==> src/rtl/regfile_sequencer.sv <==
// Command-driven master for an external 8 x 32 register file: optional
// post-reset clearing walk, then one load/ALU/read operation per accepted command.
module regfile_sequencer #(
    parameter bit          INIT_CLEAR = 1'b1,
    parameter logic [31:0] INIT_VALUE = 32'h0000_0000
) (
    input  logic        clk,
    input  logic        cr,
    input  logic        cmd_valid,
    output logic        cmd_ready,
    input  logic [2:0]  cmd_op,
    input  logic [2:0]  cmd_rd,
    input  logic [2:0]  cmd_ra,
    input  logic [2:0]  cmd_rb,
    input  logic [31:0] cmd_imm,
    output logic        rsp_valid,
    input  logic        rsp_ready,
    output logic [31:0] rsp_data,
    output logic        rsp_carry,
    output logic [2:0]  Addr_A,
    output logic [2:0]  Addr_B,
    input  logic [31:0] QA,
    input  logic [31:0] QB,
    output logic        WE,
    output logic [2:0]  Addr_W,
    output logic [31:0] Di
);

    // state | meaning
    // INIT  | writing INIT_VALUE to r0..r7, one register per cycle
    // IDLE  | cmd_ready high, waiting for a command
    // READ  | QA/QB valid for latched ra/rb; result captured at the edge
    // WB    | WE high, register file captures Di at the end of the cycle
    // RSP   | response held until rsp_ready
    typedef enum logic [2:0] {S_INIT, S_IDLE, S_READ, S_WB, S_RSP} state_t;

    localparam logic [2:0] OP_LDI = 3'd0;
    localparam logic [2:0] OP_MOV = 3'd1;
    localparam logic [2:0] OP_ADD = 3'd2;
    localparam logic [2:0] OP_SUB = 3'd3;
    localparam logic [2:0] OP_AND = 3'd4;
    localparam logic [2:0] OP_OR  = 3'd5;
    localparam logic [2:0] OP_XOR = 3'd6;
    localparam logic [2:0] OP_RD  = 3'd7;

    state_t      state, state_nxt;
    logic [2:0]  init_cnt, init_cnt_nxt;
    logic [2:0]  op_q, op_nxt;
    logic [2:0]  rd_q, rd_nxt;
    logic [31:0] imm_q, imm_nxt;

    logic        cmd_ready_nxt, rsp_valid_nxt, rsp_carry_nxt, we_nxt;
    logic [31:0] rsp_data_nxt, di_nxt;
    logic [2:0]  addr_a_nxt, addr_b_nxt, addr_w_nxt;

    logic [32:0] sum_add, sum_sub;
    logic [31:0] alu_res;
    logic        alu_carry;

    // SUB carry is NOT borrow, taken from QA + ~QB + 1.
    always_comb begin
        sum_add   = {1'b0, QA} + {1'b0, QB};
        sum_sub   = {1'b0, QA} + {1'b0, ~QB} + 33'd1;
        alu_res   = QA;
        alu_carry = 1'b0;
        case (op_q)
            OP_LDI:  alu_res = imm_q;
            OP_ADD:  begin alu_res = sum_add[31:0]; alu_carry = sum_add[32]; end
            OP_SUB:  begin alu_res = sum_sub[31:0]; alu_carry = sum_sub[32]; end
            OP_AND:  alu_res = QA & QB;
            OP_OR:   alu_res = QA | QB;
            OP_XOR:  alu_res = QA ^ QB;
            default: alu_res = QA;
        endcase
    end

    always_comb begin
        state_nxt     = state;
        init_cnt_nxt  = init_cnt;
        op_nxt        = op_q;
        rd_nxt        = rd_q;
        imm_nxt       = imm_q;
        cmd_ready_nxt = cmd_ready;
        rsp_valid_nxt = rsp_valid;
        rsp_data_nxt  = rsp_data;
        rsp_carry_nxt = rsp_carry;
        addr_a_nxt    = Addr_A;
        addr_b_nxt    = Addr_B;
        addr_w_nxt    = Addr_W;
        di_nxt        = Di;
        we_nxt        = 1'b0;

        case (state)
            S_INIT: begin
                // Down-counter from 7; its complement gives ascending addresses.
                we_nxt     = 1'b1;
                addr_w_nxt = ~init_cnt;
                di_nxt     = INIT_VALUE;
                if (init_cnt == 3'd0) state_nxt = S_IDLE;
                else                  init_cnt_nxt = init_cnt - 3'd1;
            end
            S_IDLE: begin
                cmd_ready_nxt = 1'b1;
                if (cmd_valid && cmd_ready) begin
                    op_nxt        = cmd_op;
                    rd_nxt        = cmd_rd;
                    imm_nxt       = cmd_imm;
                    addr_a_nxt    = cmd_ra;
                    addr_b_nxt    = cmd_rb;
                    cmd_ready_nxt = 1'b0;
                    state_nxt     = S_READ;
                end
            end
            S_READ: begin
                di_nxt        = alu_res;
                rsp_data_nxt  = alu_res;
                rsp_carry_nxt = alu_carry;
                if (op_q == OP_RD) begin
                    rsp_valid_nxt = 1'b1;
                    state_nxt     = S_RSP;
                end else begin
                    we_nxt     = 1'b1;
                    addr_w_nxt = rd_q;
                    state_nxt  = S_WB;
                end
            end
            S_WB: begin
                rsp_valid_nxt = 1'b1;
                state_nxt     = S_RSP;
            end
            S_RSP: begin
                if (rsp_ready) begin
                    rsp_valid_nxt = 1'b0;
                    cmd_ready_nxt = 1'b1;
                    state_nxt     = S_IDLE;
                end
            end
            default: state_nxt = S_IDLE;
        endcase
    end

    always_ff @(posedge clk) begin
        if (!cr) begin
            state     <= INIT_CLEAR ? S_INIT : S_IDLE;
            init_cnt  <= 3'd7;
            op_q      <= 3'd0;
            rd_q      <= 3'd0;
            imm_q     <= 32'd0;
            cmd_ready <= 1'b0;
            rsp_valid <= 1'b0;
            rsp_data  <= 32'd0;
            rsp_carry <= 1'b0;
            Addr_A    <= 3'd0;
            Addr_B    <= 3'd0;
            Addr_W    <= 3'd0;
            Di        <= 32'd0;
            WE        <= 1'b0;
        end else begin
            state     <= state_nxt;
            init_cnt  <= init_cnt_nxt;
            op_q      <= op_nxt;
            rd_q      <= rd_nxt;
            imm_q     <= imm_nxt;
            cmd_ready <= cmd_ready_nxt;
            rsp_valid <= rsp_valid_nxt;
            rsp_data  <= rsp_data_nxt;
            rsp_carry <= rsp_carry_nxt;
            Addr_A    <= addr_a_nxt;
            Addr_B    <= addr_b_nxt;
            Addr_W    <= addr_w_nxt;
            Di        <= di_nxt;
            WE        <= we_nxt;
        end
    end

endmodule

==> config.mk <==
export PLATFORM = sky130hd
export DESIGN_NAME = regfile_sequencer
export DESIGN_NICKNAME = d
export VERILOG_FILES = /design/src/rtl/regfile_sequencer.sv
export SDC_FILE = /design/constraint.sdc
export NUM_CORES = 1
export LEC_CHECK = 0
export BUFFER_PORTS_ARGS = -buffer_cell sky130_fd_sc_hd__buf_2
export CAP_MARGIN = 20
export CORE_MARGIN = 10
export CORE_UTILIZATION = 33
export CTS_CLUSTER_DIAMETER = 30
export DETAILED_ROUTE_END_ITERATION = 12
export PLACE_DENSITY = 0.58
export SLEW_MARGIN = 15
export SYNTH_ARGS = -nofsm -noshare
export SYNTH_HDL_FRONTEND = slang
export SYNTH_SLANG_ARGS = --single-unit
==> constraint.sdc <==
create_clock -name clk -period 5.2 [get_ports clk]
set_clock_uncertainty 0.15 [all_clocks]
set_input_delay 1.04 -clock clk [delete_from_list [all_inputs] [get_ports clk]]
set_output_delay 1.04 -clock clk [all_outputs]
set_load 0.02 [all_outputs]
After elaboration in Yosys (flattened, before gate mapping)
Cells that the tools add are included.

Bitwise logic cells: 6. Multiplexer cells: 18. Reductions and logical operators: 13. Add/subtract/negate cells: 4. Eq/ne operators: 15.

Operator list (number): 32-bit case mux with 6 select lines (1); 32-bit by 32-bit adder with 33-bit output (2); 32-bit case mux with 2 select lines (1); 33-bit by 1-bit adder with 33-bit output (second input constant) (1); 32-bit AND (1); 32-bit NOT (1); 32-bit OR (1); 32-bit XOR (1); 3-bit equality test (second input constant) (5); 3-bit 2-to-1 mux (5); 3-bit case mux with 5 select lines (1); 3-bit by 2-bit equality test with 1-bit output (second input constant) (4); 2-bit != test (second input constant) (5); 3-bit zero test (3); 2-bit AND reduction (4); 1-bit case mux with 2 select lines (3); 3-bit case mux with 2 select lines (1); 3-bit AND reduction (2); 1-bit 2-to-1 mux (5); 2-bit nonzero test (2); 3-bit by 1-bit equality test with 1-bit output (second input constant) (1); 3-bit NOT (1); 1-bit case mux with 3 select lines (1); 3-bit nonzero test (1); 3 further kinds (3).

Word-level logic and storage cells: 70. Input port bits: 112. Output and inout bits: 77. Bits in registers: 121.

Logic depth before layout (Yosys ltp)
Word-level depth: 5. Mapped depth: 12. Gate-level depth less buffers: 12.

Worst setup path after synthesis
Ideal clock, no wire load.

Path kind: input-to-reg. Start: input port QA[0]. End: register rsp_carry. Arrival: 3.272 ns. Stages: 11. Slack: 1.699 ns. Data required time: 4.971 ns. Path through: ha_1 > inv_1 > fa_1 > and2b_1 > o2111ai_1 > a311oi_1 > o31ai_1 > a2111o_1 > a21oi_1 > o2111ai_1 > a22oi_1.

Word-level cells in the longest chain between the ends: 3. Elaborated cells between the ends (all ways): 4. Those cells by class: add/sub (3); mux (1).

RTL lines: start, declared (RTL line 22) `input logic [31:0] QA,`; 32-bit by 32-bit adder with 33-bit output (RTL line 63) `sum_sub = {1'b0, QA} + {1'b0, ~QB} + 33'd1;`; 33-bit by 1-bit adder with 33-bit output (RTL line 63); 1-bit case mux with 2 select lines * (RTL line 66) `case (op_q)`; end signal, assigned (RTL line 167) `rsp_carry <= rsp_carry_nxt;`; end, declared (RTL line 19) `output logic rsp_carry,`.

Every way passes the cells marked *; elsewhere a longest branch is shown, timed or not. A chain may end at the register's enable or synchronous reset.

Worst setup path in the final report
Start: input port QA[13]. End: register rsp_data[20].

Word-level cells in the longest chain between the ends: 3. Elaborated cells between the ends (all ways): 4. Those cells by class: add/sub (3); mux (1).

RTL lines: 32-bit by 32-bit adder with 33-bit output (RTL line 63); 33-bit by 1-bit adder with 33-bit output (RTL line 63); 32-bit case mux with 6 select lines * (RTL line 66); end signal, assigned (RTL line 166) `rsp_data <= rsp_data_nxt;`; end, declared (RTL line 18) `output logic [31:0] rsp_data,`.

Marks and branches as above.

==> flow_metrics.py <==
metrics = {
    "final_layout": {
        "stdcell_area_sq_um": 12430,
        "num-fill-cells": 3428,
        "drive_gt1_frac": 0.1842,
        "nets": 1821,
        "layoutNonFillerInstCount": 2025,
        "areaGrowthSynthToFinish_pct": 16.57,
    },
    "routing": {
        "ant_nets": 0,
        "wl_per_cell_um": 22.89,
        "route.vias.total": 11800,
        "wirelength_mm": 46.36,
        "drc": 0,
        "first_pass_iters": 6,
        "drt-initial-drc-count": 1133,
        "viasPerCell": 5.826,
    },
    "yosys": {
        "syn_inst": 1467,
        "ys_warn_count": 0,
        "syn-cell-area_sq_um": 10670,
        "ys.flop_type": "dfxtp_1",
        "synth_edf_count": 0,
        "yosysSeqAreaShare": 0.2271,
        "synth-seq-cells": 121,
        "synthArstFlopShare": 0,
        "ys_top_cells_by_count": "nand2_1, a21oi_1, dfxtp_1, nor2_1, ha_1",
        "synth_nets": 1683,
        "synthDominantCellAreaShare": 0.2271,
        "yosys-top-cells-area": "dfxtp_1, ha_1, a21oi_1",
        "avgSynthCellArea_sq_um": 7.271,
        "yosys.area.top_type": "dfxtp_1",
        "synth.distinct_cells": 88,
        "yosysMostFrequentCell": "nand2_1",
    },
    "sta": {
        "period_minus_slack_ns": 3.839,
        "slew-limit-headroom": 0.3197,
        "setup_violations": 0,
        "fin_crit_sh": 0.7383,
        "rsz0062_at_grt": "no",
        "final_hold_viol_count": 0,
        "timing.final.ws_setup_ns": 1.361,
        "timing.final.max_slew_violations": 0,
        "tightestPinTransition_ns": 1.019,
        "maxClockFrequency_ghz": 0.2605,
        "totalNegativeSetupSlack_ns": 0,
    },
    "clocking": {
        "cts_setup_buffers": 0,
        "cts_resized": 0,
        "numClockSinks": 121,
        "clockBufferDepth": 2,
        "cts_tree": "built",
        "cts_buffers": 17,
        "cts_hold_buf": 0,
        "clock_latency_ns": 0.44,
        "cts-root-buf": "clkbuf_16",
        "clk_pin_slew_ns": 0.07,
        "htree_levels": 4,
    },
    "global_route": {
        "grt_pass1_vias": 11300,
        "overflow": 0,
        "grt_pass1_wl_mm": 69.21,
        "grt_max_degree": 64,
        "grt_usage": 0.2275,
        "antenna_found_initial": 9,
    },
    "hold_path": {
        "hold-path-cell-count": 1,
        "hold_class": "reg2reg",
        "hp-start": "rsp_data[19]",
        "worst_hold_path.endpoint": "rsp_data[19]",
    },
    "die": {
        "die_h_um": 199.8,
        "die-area_sq_um": 39910,
        "core-area_sq_um": 31720,
        "ios": 189,
        "die_x_um": 199.8,
        "fp-row-count": 65,
        "initial_core_util": 0.3363,
    },
    "place": {
        "post-place-ws_ns": 0.9640,
        "placed_cell_area_sq_um": 11870,
        "dp_cells": 1988,
        "place_hpwl_mm": 34.88,
        "gp_congestion": 0.9851,
        "io_buffers": 188,
    },
    "critical_path": {
        "cp_num_buf_inv": 2,
        "cp_data_required_time_ns": 5.42,
        "critPathLaunchType": "input port",
        "slowest_delay_ns": 0.63,
        "crit_top_cell": "and4_1",
        "critPathSlowestCell": "ha_1",
        "critPathLaunch": "QA[13]",
        "path_class": "in2reg",
        "r2r-start": "state[2]",
        "reg2reg_depth": 8,
        "critPathMaxFanout": 14,
        "regToRegSetupSlack_ns": 1.96,
        "worst_ep_arrival_time_ns": 4.06,
        "r2r_end": "rsp_data[28]",
        "path_cells": "buf_2 > inv_1 > ha_1 > and4_1 > nand2_1 > a311oi_1 > nor3_1 > o311ai_0 > nand3_1 > and4_1 > a211oi_2",
        "cp_top_family": "simple AND/OR/NAND/NOR gates",
        "cp-end-kind": "flop",
    },
    "power": {
        "pwr_density_cell_nw_per_um2": 251.0,
        "power.leakage_nw": 5.418,
        "p_total_mw": 3.121,
        "ir_drop_v": 0.0002501,
    },
    "flow_run": {
        "drv_cap": 0,
    },
    "run_status": {
        "status": "completed",
    },
}
==> per-layer routing <==
layer	vias up	routed length [um]	global-route usage
li1	5560	-	-
met1	5605	19880	0.2959
met4	8	1501	0.08581
met2	542	20460	0.3488
met3	83	4467	0.06614
met5	-	53	0
==> worst reg2reg max path, stage by stage, from the launching register on <==
cell and delay, ns:
dfxtp_1 0.40, nor2_1 0.29, nand2_1 0.56, nor2_1 0.25, buf_4 0.39, o21ai_0 0.15
a211oi_1 0.80, a21oi_1 0.07, o21ai_1 0.11
==> placed cells by master, fill, tap and decap left out, types with 6 or more instances in the layout <==
cell type / n
nor3_1: 52
buf_2: 188
a21oi_1: 170
dfxtp_1: 118
clkbuf_16: 17
buf_4: 30
o31a_1: 6
a211oi_2: 6
nand3_1: 54
a31oi_1: 12
a21o_1: 19
nand2b_1: 7
or3_1: 9
a22oi_1: 7
o21ai_0: 60
xnor2_1: 15
o22ai_1: 6
mux2i_1: 35
nor4_1: 16
nand4_1: 10
nor2b_1: 12
o211ai_1: 28
o31ai_1: 21
o221a_2: 6
o221ai_1: 7
a221oi_1: 14
a311oi_1: 7
inv_1: 99
nand2_1: 215
ha_1: 102
and3_1: 10
o21bai_1: 10
a211oi_1: 20
nor2_1: 102
==> worst max-delay path by stage <==
| stage | end | slack [ns] | cells past startpoint |
|---|---|---|---|
| 3_5_place_dp | Di[24] | 0.96 | 12 |
| 4_1_cts | Di[24] | 1.45 | 12 |
| 6_report | rsp_data[20] | 1.36 | 11 |
| 2_1_floorplan | rsp_carry | 1.70 | 11 |
| 5_1_grt | Di[22] | 1.24 | 12 |
| 3_3_place_gp | rsp_data[22] | 1.0 | 12 |
==> cell families (layout without fill, tap and decap cells) <==
kind of cell             count (synthesis)  after routing  share of synthesized area
AND/OR/NAND/NOR                        521            521                     0.2230
AO/OA/AOI/OAI                          462            462                     0.2901
buffers and inverters                  201            352                    0.08223
flip-flops                             121            121                     0.2271
adder cells (fa/ha/maj)                104            104                     0.1234
multiplexers                            41             41                    0.04023
XOR/XNOR                                17             17                    0.01396
other                                    0              5                          0
==> where the power goes <==
group / internal [mW] / leakage (nW) / switching, mW
Sequential: 0.969 / 0.979 / 0.0411
Combinational: 0.316 / 4.16 / 0.644
Clock: 0.626 / 0.279 / 0.523
==> sequential cells by signal (all words and copies together) (netlist names) <==
register   cells
Di            32
imm_q         32
rsp_data      32
Addr_A         3
Addr_B         3
Addr_W         3
init_cnt       3
op_q           3
rd_q           3
state          3
WE             1
cmd_ready      1
rsp_carry      1
rsp_valid      1
==> area by class of cell <==
type / instances / area [sq um] / area share
timing repair buffer: 218 / 1166 / 0.09378
antenna: 5 / 12.51 / 0.001006
sequential: 121 / 2429 / 0.1953
clock buffer: 17 / 425.4 / 0.03421
inverter: 102 / 382.9 / 0.03079
clock inverter: 15 / 131.4 / 0.01057
tap: 402 / 503.0 / 0.04045
multi-input combinational: 1145 / 7385 / 0.5939
==> through the flow <==
| step | util | hold WS, ns |
|---|---|---|
| 6_report | 0.3920 | 0.2932 |
| 5_1_grt | 0.3919 | 0.3107 |
| 4_1_cts | 0.3916 | 0.2959 |
| 3_5_place_dp | 0.3741 | 0.2836 |
| 3_3_place_gp | 0.3741 | 0.2805 |
| 2_1_floorplan | - | 0.2818 |
Power figures use the tool's default switching activity.
